===== src/rtl/zxbus_responder_if.sv =====
// rtl/zxbus_responder_if.sv - ZX-bus I/O signal bundle between a Z80-side master and the responder
//
// Ports (signals):
//   iorq_n, m1_n, rd_n, wr_n  Z80 strobes, driven by master, asynchronous to fclk
//   a[15:0]                   Z80 address, stable while iorq_n is low
//   d_in[7:0]                 data bus as seen by the device
//   d_out[7:0], d_oe          read data and its output enable, driven by responder
//   iorqge                    port-claimed indication, driven by responder
//   wait_n                    Z80 WAIT_n, 1 = released, driven by responder
interface zxbus_responder_if;
    logic        iorq_n;
    logic        m1_n;
    logic        rd_n;
    logic        wr_n;
    logic [15:0] a;
    logic [7:0]  d_in;
    logic [7:0]  d_out;
    logic        d_oe;
    logic        iorqge;
    logic        wait_n;

    modport master (
        output iorq_n, m1_n, rd_n, wr_n, a, d_in,
        input  d_out, d_oe, iorqge, wait_n
    );

    modport slave (
        input  iorq_n, m1_n, rd_n, wr_n, a, d_in,
        output d_out, d_oe, iorqge, wait_n
    );
endinterface


===== src/rtl/zxbus_responder.sv =====
// rtl/zxbus_responder.sv - ZX-bus I/O port responder with IORQGE claim, WAIT_n stretch and 4-entry register file
//
// Parameters:
//   PORT_LO      low address byte selecting the device
//   WAIT_CYCLES  fclk cycles WAIT_n is held low per claimed cycle (0..15)
// Ports:
//   fclk   system clock
//   rst_n  asynchronous active-low reset
//   bus    zxbus_responder_if.slave: Z80 strobes/address/data in, d_out/d_oe/iorqge/wait_n out
// Register map (index a[9:8]): R0..R2 read/write, R3 read-only count of accepted writes to R0..R2.
module zxbus_responder #(
    parameter logic [7:0] PORT_LO     = 8'h57,
    parameter int         WAIT_CYCLES = 2
) (
    input  logic              fclk,
    input  logic              rst_n,
    zxbus_responder_if.slave  bus
);

    localparam logic [3:0] CNT_LOAD = (WAIT_CYCLES > 0) ? 4'(WAIT_CYCLES - 1) : 4'd0;

    typedef enum logic [2:0] {
        S_IDLE,
        S_DECODE,
        S_WAIT,
        S_ACCESS,
        S_HOLD,
        S_MISS
    } state_t;

    state_t      state, state_nxt;

    logic [1:0]  iorq_q, m1_q, rd_q, wr_q;
    logic        iorq_s, m1_s, rd_s, wr_s;
    logic [1:0]  fill;
    logic        armed;

    logic [3:0]  cnt, cnt_nxt;
    logic [7:0]  d_out, d_out_nxt;
    logic        d_oe, d_oe_nxt;
    logic        iorqge, iorqge_nxt;
    logic        wait_n, wait_n_nxt;
    logic [7:0]  r0, r1, r2, r0_nxt, r1_nxt, r2_nxt;
    logic [7:0]  wcount, wcount_nxt;

    logic        hit;
    logic [1:0]  idx;
    logic [7:0]  rd_data;
    logic        unused_addr;

    assign iorq_s = iorq_q[1];
    assign m1_s   = m1_q[1];
    assign rd_s   = rd_q[1];
    assign wr_s   = wr_q[1];

    assign hit         = (bus.a[7:0] == PORT_LO);
    assign idx         = bus.a[9:8];
    assign unused_addr = ^bus.a[15:10];

    always_comb begin
        rd_data = wcount;
        case (idx)
            2'd0:    rd_data = r0;
            2'd1:    rd_data = r1;
            2'd2:    rd_data = r2;
            default: rd_data = wcount;
        endcase
    end

    // Synchronizers plus arming. The stages reset to 1, which says nothing about
    // the real bus, so arming waits until `fill` shows the pipeline holds sampled
    // data; a cycle already running at reset release is then never claimed.
    always_ff @(posedge fclk or negedge rst_n) begin
        if (!rst_n) begin
            iorq_q <= 2'b11;
            m1_q   <= 2'b11;
            rd_q   <= 2'b11;
            wr_q   <= 2'b11;
            fill   <= 2'b00;
            armed  <= 1'b0;
        end else begin
            iorq_q <= {iorq_q[0], bus.iorq_n};
            m1_q   <= {m1_q[0], bus.m1_n};
            rd_q   <= {rd_q[0], bus.rd_n};
            wr_q   <= {wr_q[0], bus.wr_n};
            fill   <= {fill[0], 1'b1};
            if (fill[1] && iorq_s) begin
                armed <= 1'b1;
            end
        end
    end

    always_ff @(posedge fclk or negedge rst_n) begin
        if (!rst_n) begin
            state  <= S_IDLE;
            cnt    <= 4'd0;
            d_out  <= 8'd0;
            d_oe   <= 1'b0;
            iorqge <= 1'b0;
            wait_n <= 1'b1;
            r0     <= 8'd0;
            r1     <= 8'd0;
            r2     <= 8'd0;
            wcount <= 8'd0;
        end else begin
            state  <= state_nxt;
            cnt    <= cnt_nxt;
            d_out  <= d_out_nxt;
            d_oe   <= d_oe_nxt;
            iorqge <= iorqge_nxt;
            wait_n <= wait_n_nxt;
            r0     <= r0_nxt;
            r1     <= r1_nxt;
            r2     <= r2_nxt;
            wcount <= wcount_nxt;
        end
    end

    always_comb begin
        state_nxt  = state;
        cnt_nxt    = cnt;
        d_out_nxt  = d_out;
        d_oe_nxt   = d_oe;
        iorqge_nxt = iorqge;
        wait_n_nxt = wait_n;
        r0_nxt     = r0;
        r1_nxt     = r1;
        r2_nxt     = r2;
        wcount_nxt = wcount;

        case (state)
            S_IDLE: begin
                // INTA (m1 low) never leaves IDLE
                if (armed && !iorq_s && m1_s) begin
                    state_nxt = S_DECODE;
                end
            end
            S_DECODE: begin
                if (hit && m1_s) begin
                    iorqge_nxt = 1'b1;
                    if (WAIT_CYCLES > 0) begin
                        state_nxt  = S_WAIT;
                        wait_n_nxt = 1'b0;
                        cnt_nxt    = CNT_LOAD;
                    end else begin
                        state_nxt = S_ACCESS;
                    end
                end else begin
                    state_nxt = S_MISS;
                end
            end
            S_WAIT: begin
                if (cnt == 4'd0) begin
                    state_nxt  = S_ACCESS;
                    wait_n_nxt = 1'b1;
                end else begin
                    cnt_nxt = cnt - 4'd1;
                end
            end
            S_ACCESS: begin
                state_nxt = S_HOLD;
                // read has priority when both strobes are low
                if (!rd_s) begin
                    d_out_nxt = rd_data;
                    d_oe_nxt  = 1'b1;
                end else if (!wr_s && idx != 2'd3) begin
                    case (idx)
                        2'd0:    r0_nxt = bus.d_in;
                        2'd1:    r1_nxt = bus.d_in;
                        default: r2_nxt = bus.d_in;
                    endcase
                    wcount_nxt = wcount + 8'd1;
                end
            end
            S_HOLD: begin
                if (iorq_s) begin
                    state_nxt  = S_IDLE;
                    iorqge_nxt = 1'b0;
                    d_oe_nxt   = 1'b0;
                end
            end
            S_MISS: begin
                iorqge_nxt = 1'b0;
                d_oe_nxt   = 1'b0;
                if (iorq_s) begin
                    state_nxt = S_IDLE;
                end
            end
            default: begin
                state_nxt = S_IDLE;
            end
        endcase
    end

    assign bus.d_out  = d_out;
    assign bus.d_oe   = d_oe;
    assign bus.iorqge = iorqge;
    assign bus.wait_n = wait_n;

endmodule


===== src/flat_wrapper.sv =====
// flat-port wrapper written by rule: the top's interface ports become plain ports
module zxbus_responder_flat 
#(
    parameter logic [7:0] PORT_LO     = 8'h57,
    parameter int         WAIT_CYCLES = 2
)
  (fclk, rst_n, bus_iorq_n, bus_m1_n, bus_rd_n, bus_wr_n, bus_a, bus_d_in, bus_d_out, bus_d_oe, bus_iorqge, bus_wait_n);
  zxbus_responder_if bus_i ();
  input  logic fclk;
  input  logic rst_n;
  input wire logic [$bits(bus_i.iorq_n)-1:0] bus_iorq_n;
  input wire logic [$bits(bus_i.m1_n)-1:0] bus_m1_n;
  input wire logic [$bits(bus_i.rd_n)-1:0] bus_rd_n;
  input wire logic [$bits(bus_i.wr_n)-1:0] bus_wr_n;
  input wire logic [$bits(bus_i.a)-1:0] bus_a;
  input wire logic [$bits(bus_i.d_in)-1:0] bus_d_in;
  output wire logic [$bits(bus_i.d_out)-1:0] bus_d_out;
  output wire logic [$bits(bus_i.d_oe)-1:0] bus_d_oe;
  output wire logic [$bits(bus_i.iorqge)-1:0] bus_iorqge;
  output wire logic [$bits(bus_i.wait_n)-1:0] bus_wait_n;
  assign bus_i.iorq_n = bus_iorq_n;
  assign bus_i.m1_n = bus_m1_n;
  assign bus_i.rd_n = bus_rd_n;
  assign bus_i.wr_n = bus_wr_n;
  assign bus_i.a = bus_a;
  assign bus_i.d_in = bus_d_in;
  assign bus_d_out = bus_i.d_out;
  assign bus_d_oe = bus_i.d_oe;
  assign bus_iorqge = bus_i.iorqge;
  assign bus_wait_n = bus_i.wait_n;
  zxbus_responder #(.PORT_LO(PORT_LO), .WAIT_CYCLES(WAIT_CYCLES)) u_core (.fclk(fclk), .rst_n(rst_n), .bus(bus_i));
endmodule

===== config.mk =====
export PLATFORM = sky130hd
export DESIGN_NAME = zxbus_responder_flat
export DESIGN_NICKNAME = d
export VERILOG_FILES = /design/src/rtl/zxbus_responder_if.sv /design/src/rtl/zxbus_responder.sv /design/src/flat_wrapper.sv
export SDC_FILE = /design/constraint.sdc
export NUM_CORES = 1
export LEC_CHECK = 0
export CAP_MARGIN = 10
export CORE_ASPECT_RATIO = 0.7
export CORE_MARGIN = 3
export CORE_UTILIZATION = 56
export CTS_CLUSTER_SIZE = 8
export DETAILED_ROUTE_END_ITERATION = 12
export DONT_BUFFER_PORTS = 1
export PLACE_DENSITY_LB_ADDON = 0.25
export SLEW_MARGIN = 40
export SYNTH_ARGS = -nofsm -noshare
export SYNTH_HDL_FRONTEND = slang
export SYNTH_SLANG_ARGS = --single-unit

===== constraint.sdc =====
create_clock -name fclk -period 1.88 [get_ports fclk]
set_clock_uncertainty 0.05 [all_clocks]
set_input_delay 0.188 -clock fclk [delete_from_list [all_inputs] [get_ports fclk]]
set_output_delay 0.188 -clock fclk [all_outputs]
set_load 0.1 [all_outputs]

==> impl_results.md, run 1 <==
* CP max stage cell: dfstp_2
* Initial Utilization at 59.6%
* Sw power at 0.678 mW
* # rows at 20
* Synth Flop Type: dfrtp_1
* Post-layout util at 73.1%
* Total power at about 2.9 mW
* Layout cell share with drive strength beyond 1 at a little over two fifths
* Final ANT Viol Nets at 0
* ANT cells at 0
* Mean post-synth cell area at ~15 um^2
* Setup TNS at 0 ps
* Fillers at 280
* WL per Instance at around 18 um
* Global-route wire length before repair at 8.68 mm
* Non-Filler Instances at 289
* Commonest cells post-synth: 52 x dfrtp_1, 33 x mux2_2, 9 x dfstp_2, 8 x mux4_2
* Largest net degree at the start of global routing at 62
* Final net count at between 200 and 300
* Crit Path Category: reg2reg
* Clock sinks at a little over 60
* Final Max Tran Viols at 0
* Mapped Area at 2660 um^2
* GPL Wtd Cong at 0.936
* Cells along the critical path: nand4b_2 -> or2_4 -> nor3b_4 -> buf_4 -> mux2_2
* Post-synthesis cell type count at 44
* CP endpoint kind: register
* Multi-input logic area at ~1100 um^2
* RR Endpoint: u_core.r1[3]
* Switching Share at 23.4%
* Max stage delay on crit path at approximately 550 ps
* Status: complete, no violations
* Initial antenna violation count at 0
* Power share of the sequential group at 50.0%
* HP Class: in2reg
* Final min period at 1860 ps
* H-Tree Depth at 3
* Tightest Pin Transition at between 500 and 600 ps
* Slew HR at 66.5%
* Dpl cell area at about 2900 um^2
* Setup crit start: u_core.rd_q[1]
* Cells after DPL at 259
* TritonCTS Buffers at 9
* Global Route Usage Sum at 21.0%
* P&R area growth vs syn at 22.7%
* Vias in the first global route at 1782
* Reg-to-reg slack, setup at 20 ps
* Int Power at around 2.2 mW
* Worst Setup EP: u_core.r1[3]
* Crit-path max FO at 5
* Area leader, netlist: dfrtp_1
* Max Cap Viol at 0
* Post-Syn Nets at 216
* Leak at 1.56 nW
* Die Y at 63.6 um
* TritonCTS clock tree: yes
* Reg2Reg Launch Point: u_core.rd_q[1]
* CTS root buf: clkbuf_8
* Most common cell in the netlist: dfrtp_1
* Clk network pwr share at 39.6%
* 1st-pass router iterations at 4
* Critical Path AT at 2010 ps
* Register area at 1540 um^2
* Routed vias at around 1700
* Clk slew on worst S/H paths at 60 ps
* Crit start category: register
* Flops & latches, synth at 61
* Sequential fraction of the synthesis area at 57.9%
* Logic pwr share at a little over a tenth
* Hpwl dp at 3.58 mm
* Post-Syn Instances at between 150 and 200
* Hold Violations, Final at 0
* FF-to-FF path depth at 5
* Final WL at 5.21 mm
* Fmax at 537 MHz
* Post-Place Setup Slack at 55.5 ps
* Final setup viols at 0
* Largest cells by area after synthesis: dfrtp_1 49%, mux2_2 14%, dfstp_2 8.9%, mux4_2 6.8%, xnor2_1 2.0%
* Routed vias/inst at 5.90
* # IOs at 41
* GRT overflow at 0
* Yosys top cell area share at 49.0%
* Core area at 4450 um^2
* Min-Delay Path Depth at 2
* Yosys Warn Count at 0
* Buffers on Ports at 0
* FFs w/ async S/R, synth at 100%
* Die area at 5620 um^2
* PwrDens at 890 nW/um^2
* Worst setup margin at 18.5 ps
* First DRT Iteration DRCs at 79
* Post-synth EDFFs at 0
* Peak VDD IR at 764 uV
* Latest clock arrival within the worst-skew pair at 330 ps
* Post-CTS Setup Bufs at 0
* WP data required at 2030 ps
* # DRC at 0
* Worst hold slack at 108 ps
* Die Width at 88.3 um
* Bufs on Longest Clock Path at 2
* Period utilisation layout at ~99%
* Unrepaired setup endpoints after global routing: true
* Finished Cell Area at 3260 um^2
[worst min path at each step]
stage / start / to / slack [ps]
finish: bus_a[9] / u_core.wcount[1] / 110
global route: bus_a[9] / u_core.wcount[1] / 100
CTS: bus_a[9] / u_core.wcount[1] / 100
detailed placement: rst_n / u_core.r1[7] / -160
global placement: rst_n / u_core.bus.d_out[7] / -160
floorplan: rst_n / u_core.armed / -160
[layout make-up]
type	count	share of cell area (%)
Clock buffer	12	4.76
Clock inverter	4	1.46
Inverter	6	0.691
Multi-Input combinational cell	112	33.2
Sequential cell	61	47.2
Tap cell	55	2.11
Timing Repair Buffer	39	10.6
[state kept, by name, summed over array words and instances (netlist names)]
register and count:
u_core.armed 1, u_core.bus.d_oe 1, u_core.bus.d_out 8, u_core.bus.iorqge 1, u_core.bus.wait_n 1, u_core.cnt 4
u_core.fill 2, u_core.iorq_q 2, u_core.m1_q 2, u_core.r0 8, u_core.r1 8, u_core.r2 8
u_core.rd_q 2, u_core.state 3, u_core.wcount 8, u_core.wr_q 2
[layer usage]
| layer | GRT usage [%] | routed length (um) | vias to the layer above |
|---|---|---|---|
| met1 | 28.2 | 2330 | 872 |
| met2 | 32.0 | 2520 | 58 |
| met5 | 0 | 0 | - |
| met4 | 7.55 | 108 | 0 |
| li1 | - | - | 762 |
| met3 | 6.93 | 251 | 13 |
[cell families (layout without fill, tap and decap cells)]
kind of cell               after synthesis  count (layout)  synth area share, %
AOI/OAI and AO/OA                       18              18                 4.71
xor gates and xnor gates                 8               8                 2.64
adders and majority gates                3               3                 1.41
buffers and inverters                   10              61                 1.60
DFF                                     61              61                 57.9
muxes                                   41              41                 20.8
other                                    1               1                0.141
and+or+nand+nor                         41              41                 10.8
[critical path: cells and delay by family, from the launching register on]
kind                   cells  cell delay (ps)
AND/OR/NAND/NOR            3              600
flip-flops                 1              550
multiplexers               1              340
buffers and inverters      1              190
[layout by cell type, fill, tap and decap left out, types with 2 or more instances in the layout]
master,Yosys,layout
dfrtp_1,52,52
mux2_2,33,33
buf_4,0,25
dlygate4sd3_1,0,13
clkbuf_8,0,11
dfstp_2,9,9
mux4_2,8,8
inv_1,6,6
xnor2_1,6,6
nand2_1,6,6
nor2_1,5,5
o21ai_0,5,5
a21o_1,3,3
nor3_1,3,3
ha_1,3,3
nor2b_1,2,2
nor3b_1,3,2
nand3b_1,2,2
and4_1,2,2
nand3_1,2,2
nand4_1,2,2
xor2_1,2,2
a21oi_1,2,2
clkinv_2,0,2
[power groups by stage]
stage / clock, mW / sequential, mW / combinational, mW
finish: 1.15 / 1.45 / 0.300
global route: 1.24 / 1.45 / 0.327
CTS: 1.18 / 1.44 / 0.297
detailed placement: 0 / 1.47 / 0.238
global placement: 0 / 1.46 / 0.224
floorplan: 0 / 1.45 / 0.193
[timing repair]
item / 4_1_cts / 5_1_grt
hold buffers: 14 / 0
gates resized for setup: 0 / 1
hold endpoints to repair: 89 / 0
setup endpoints to repair: 0 / 4
(Power assumes the default switching activity.)
==> run 2: changes to the inputs <==
--- a/config.mk
+++ b/config.mk
@@ -12,6 +12,7 @@
 export CTS_CLUSTER_SIZE = 8
 export DETAILED_ROUTE_END_ITERATION = 12
 export DONT_BUFFER_PORTS = 1
+export GPL_TIMING_DRIVEN = 0
 export PLACE_DENSITY_LB_ADDON = 0.25
 export SLEW_MARGIN = 40
 export SYNTH_ARGS = -nofsm -noshare
==> impl_results.md, run 2 (synthesized netlist as in run 1, its figures left out) <==
* GRT overflow at 0
* H-Tree Depth at 3
* Period utilisation layout at 99.2%
* P&R area growth vs syn at 19.9%
* Max Cap Viol at 0
* Final Max Tran Viols at 0
* # IOs at a little over 40
* Worst setup margin at 15.8 ps
* Vias in the first global route at 1619
* Routed vias at approximately 1600
* Layout cell share with drive strength beyond 1 at a little over two fifths
* 1st-pass router iterations at 5
* # DRC at 0
* Final ANT Viol Nets at 0
* Final net count at 248
* Final WL at between 5 and 6 mm
* Most common cell after layout, fill and taps aside: dfrtp_1
* CP max stage cell: dfstp_2
* Final setup viols at 0
* Max stage delay on crit path at between 500 and 600 ps
* Tightest Pin Transition at ~900 ps
* Cells along the critical path: nand4b_4 -> or2_4 -> nor3b_4 -> buf_12 -> mux2_4
* Most frequent cells in the layout: 42 x dfrtp_1, 27 x mux2_2, 13 x dlygate4sd3_1
* Latest clock arrival within the worst-skew pair at 330 ps
* Slew HR at 40.8%
* GPL Wtd Cong at 0.815
* HP Class: in2reg
* ANT cells at 0
* PwrDens at 870 nW/um^2
* Cells after DPL at 238
* CTS root buf: clkbuf_8
* Total power at around 2.8 mW
* Global Route Usage Sum at 20.0%
* CP endpoint kind: register
* Peak VDD IR at 680 uV
* Hpwl dp at 3.39 mm
* Global-route wire length before repair at 8.18 mm
* Clk slew on worst S/H paths at 70 ps
* Clock sinks at 61
* Setup TNS at 0 ps
* Crit start category: register
* Largest net degree at the start of global routing at 62
* Core area at 4450 um^2
* Die area at 5620 um^2
* Non-Filler Instances at 275
* WP data required at 2040 ps
* Crit Path Category: reg2reg
* Status: complete, no violations
* Die Width at a little under 90 um
* Leak at between 1 and 1.5 nW
* Largest delay share family, worst path: simple AND/OR/NAND/NOR gates
* # rows at 20
* Routed vias/inst at 5.90
* Buffers on Ports at 0
* TritonCTS Buffers at 9
* Crit-path max FO at 6
* Final min period at 1860 ps
* Unrepaired setup endpoints after global routing: true
* WL per Instance at 19.1 um
* Initial Utilization at 59.6%
* Hold Violations, Final at 0
* TritonCTS clock tree: yes
* First DRT Iteration DRCs at between 100 and 150
* Post-layout util at between 70% and 80%
* Initial antenna violation count at 0
* Critical Path AT at slightly above 2000 ps
* Worst Path Buf+Inv at 1
* Die Y at 63.6 um
* Fmax at around 540 MHz
* Bufs on Longest Clock Path at 2
* Post-Place Setup Slack at -203 ps
==> run 2: cell types whose count changed in the layout (fill, tap and decap cells not counted), sizes merged <==
cell      before  now
clkinvlp       1    0
clkbuf        12   14
buf           26   12
bufinv         1    0
==> run 2: path summary, 6_finish.rpt <==
path	start	to	slack (ps)	cells after the start
worst max-delay path	u_core.rd_q[1]	u_core.r1[1]	20	5
worst min-delay path	bus_a[9]	u_core.wcount[0]	110	2
worst max register to register	u_core.rd_q[1]	u_core.r1[1]	20	5
worst min register to register	u_core.fill[0]	u_core.fill[1]	300	0
max in group asynchronous	rst_n	u_core.m1_q[0]	1130	2
min in group asynchronous	rst_n	u_core.wcount[0]	340	2
==> run 2: worst reg2reg max path, cell delays in order, from the launching register on <==
cell      delay [ps]
dfstp_2          550
nand4b_4         110
or2_4            290
nor3b_4          270
buf_12           170
mux2_4           310
==> run 2: per-layer routing <==
metal	GRT usage, %	share of wire (%)
met1	27.9	45
met2	29.1	48
met3	7.97	6.2
met4	5.47	0.95
met5	0	0
==> run 2: final cells by class <==
class                      instances  area [um^2]
tap                               55         68.8
inverter                           6         22.5
timing repair buffer              21          230
fill                             289         1270
sequential                        61         1550
buffer                             4         22.5
multi-input combinational        112         1130
clock buffer                      14          153
clock inverter                     2         10.0
==> run 2: power by group <==
part           switching (mW)  leakage (nW)  total, mW  internal (mW)
clock network           0.461        0.0844      0.973          0.512
logic                   0.182         0.629      0.351          0.169
registers              0.0603         0.765       1.45           1.39
==> run 2: what timing repair did <==
item	4_1_cts	5_1_grt
buffers inserted	4	3
hold buffers	14	0
endpoints found under the hold margin	89	0
pin swaps	2	5
resized for setup	3	14
setup endpoints to repair	18	21
==> run 2: stage by stage <==
step | cell area (um^2) | hold slack, ps
after floorplan | 2660 | -158
after global placement | 2730 | -156
after detailed placement | 2730 | -155
after CTS | 3100 | 99.6
after global routing | 3180 | 116
final | 3180 | 109
==> run 3: changes to the inputs <==
--- a/config.mk
+++ b/config.mk
@@ -14,6 +14,7 @@
 export DONT_BUFFER_PORTS = 1
 export GPL_TIMING_DRIVEN = 0
 export PLACE_DENSITY_LB_ADDON = 0.25
+export SETUP_SLACK_MARGIN = 0.2
 export SLEW_MARGIN = 40
 export SYNTH_ARGS = -nofsm -noshare
 export SYNTH_HDL_FRONTEND = slang
==> impl_results.md, run 3 (synthesized netlist as in run 1, its figures left out) <==
* Status: complete, no violations
* Final ANT Viol Nets at 0
* TritonCTS clock tree: yes
* Die Y at 63.6 um
* Reg2Reg Launch Point: u_core.rd_q[1]
* Clk network pwr share at 39.4%
* Crit-path max FO at 2
* Final Max Tran Viols at 0
* Bufs on Longest Clock Path at 2
* Die area at 5620 um^2
* Hold Violations, Final at 0
* Latest clock arrival within the worst-skew pair at 340 ps
* Met1 Use GR at between 30% and 40%
* CTS root buf: clkbuf_8
* Final net count at 257
* WP data required at just over 2000 ps
* Global Route Usage Sum at 22.0%
* Logic pwr share at 14.9%
* Reg-to-reg slack, setup at 70 ps
* Initial antenna violation count at 0
* Critical Path AT at approximately 2000 ps
* Fmax at 552 MHz
* H-Tree Depth at 3
* Clock sinks at 61
* Tightest Pin Transition at 520 ps
* Crit start category: register
* Switching Share at 25.2%
* Largest net degree at the start of global routing at 62
* GPL Wtd Cong at 0.825
* Crit Path Category: reg2reg
* Dpl cell area at roughly 2800 um^2
* Clk slew on worst S/H paths at 70 ps
* CP endpoint kind: register
* GRT overflow at 0
* WL per Instance at 19.9 um
* HP Class: in2reg
* Finished Cell Area at 3420 um^2
* Routed vias at 1712
* Hold Path Sink: u_core.wcount[7]
* Die Width at 88.3 um
* First DRT Iteration DRCs at 130
* Most common cell after layout, fill and taps aside: dfrtp_1
* Vias in the first global route at 1763
* Hpwl dp at 3.37 mm
* Power share of the sequential group at 45.7%
* Sw power at around 0.8 mW
* FF-to-FF path depth at 6
* Slew HR at 65.3%
* Unrepaired setup endpoints after global routing: true
* Period utilisation layout at 96.3%
* Met3 usage in global routing at 7.06%
* Routed vias/inst at 6.03
* # DRC at 0
* # rows at 20
* Peak VDD IR at 721 uV
* Fillers at between 200 and 300
* Layout cell share with drive strength beyond 1 at 51.5%
* 1st-pass router iterations at 4
* Hold Startpoint: bus_a[9]
* GRT busiest layer: met2
* Int Power at 2.37 mW
* Final WL at around 5.6 mm
* Final min period at 1810 ps
* Setup TNS at 0 ps
* Core area at 4450 um^2
* P&R area growth vs syn at 28.8%
* Initial Utilization at around 60%
* Global-route wire length before repair at 9.11 mm
* Min-Delay Path Depth at 4
* PwrDens at 927 nW/um^2
* RR Endpoint: u_core.wcount[1]
* ANT cells at 0
* Final setup viols at 0
* Most frequent cells in the layout: 40 x dfrtp_1, 17 x mux2_2, 16 x mux2_4
* # IOs at 41
* TritonCTS Buffers at 9
* Met2 Usage GRT at 32.8%
* Leak at 1.56 nW
* Max Cap Viol at 0
* Post-layout util at 76.8%
* Buffers on Ports at 0
==> run 3: changes by cell type in the layout (fill, tap and decap cells not counted), sizes merged <==
cell      delta
clkinv       -1
bufinv       +2
clkinvlp     +3
buf          +8
clkbuf       -3
==> run 3: timing repair <==
action / CTS / global route
endpoints found under the hold margin: 89 / 0
hold buffers: 14 / 0
resized for setup: 24 / 17
buffers inserted: 10 / 5
setup endpoints to repair: 32 / 39
pin swaps: 8 / 7
gates cloned: 1 / 0
==> run 3: worst max-delay path: stages, from the launching register on <==
cell	delay, ps
dfstp_2	550
nand4b_4	90
buf_4	150
buf_6	110
a211oi_4	250
buf_4	170
mux2_2	320
==> run 3: area by class of cell <==
cell class | instances | area, um^2 | share of cell area [%]
flip-flops and latches | 61 | 1550 | 45.4
multi-input cells | 112 | 1230 | 36.0
repair buffers | 30 | 303 | 8.85
clock buffers | 10 | 128 | 3.73
clock inverters | 6 | 87.6 | 2.56
well taps | 55 | 68.8 | 2.01
plain buffers | 4 | 28.8 | 0.841
inverters | 6 | 22.5 | 0.658
==> run 3: through the flow <==
step | cells | total power, mW | worst slack [ps] | hold WS, ps
finish | 284 | 3.17 | 69.9 | 125
global route | 284 | 3.30 | 33.1 | 134
CTS | 279 | 3.12 | 80.5 | 30.1
detailed placement | 238 | 1.71 | -132 | -155
global placement | 238 | 1.69 | -122 | -155
floorplan | 183 | 1.66 | 99.8 | -158
==> run 3: worst max-delay path by stage <==
| stage | start | to | slack, ps | depth (start not counted) |
|---|---|---|---|---|
| final | u_core.rd_q[1] | u_core.wcount[1] | 70 | 6 |
| after global routing | u_core.rd_q[1] | u_core.wcount[1] | 30 | 6 |
| after CTS | u_core.rd_q[1] | u_core.r1[1] | 80 | 5 |
| after detailed placement | u_core.rd_q[1] | u_core.r0[6] | -130 | 4 |
| after global placement | u_core.rd_q[1] | u_core.r1[6] | -120 | 4 |
| after floorplan | u_core.rd_q[1] | u_core.r1[0] | 100 | 4 |
==> run 3: power groups by stage <==
stage	combinational, mW	sequential (mW)	clock [mW]
finish	0.473	1.45	1.25
global route	0.508	1.45	1.33
CTS	0.401	1.45	1.27
detailed placement	0.238	1.47	0
global placement	0.223	1.46	0
floorplan	0.202	1.45	0
==> run 3: layer usage <==
layer,vias up,share of wire [%]
li1,757,-
met1,890,45
met2,49,48
met3,16,5.2
met4,0,2.2
met5,-,0
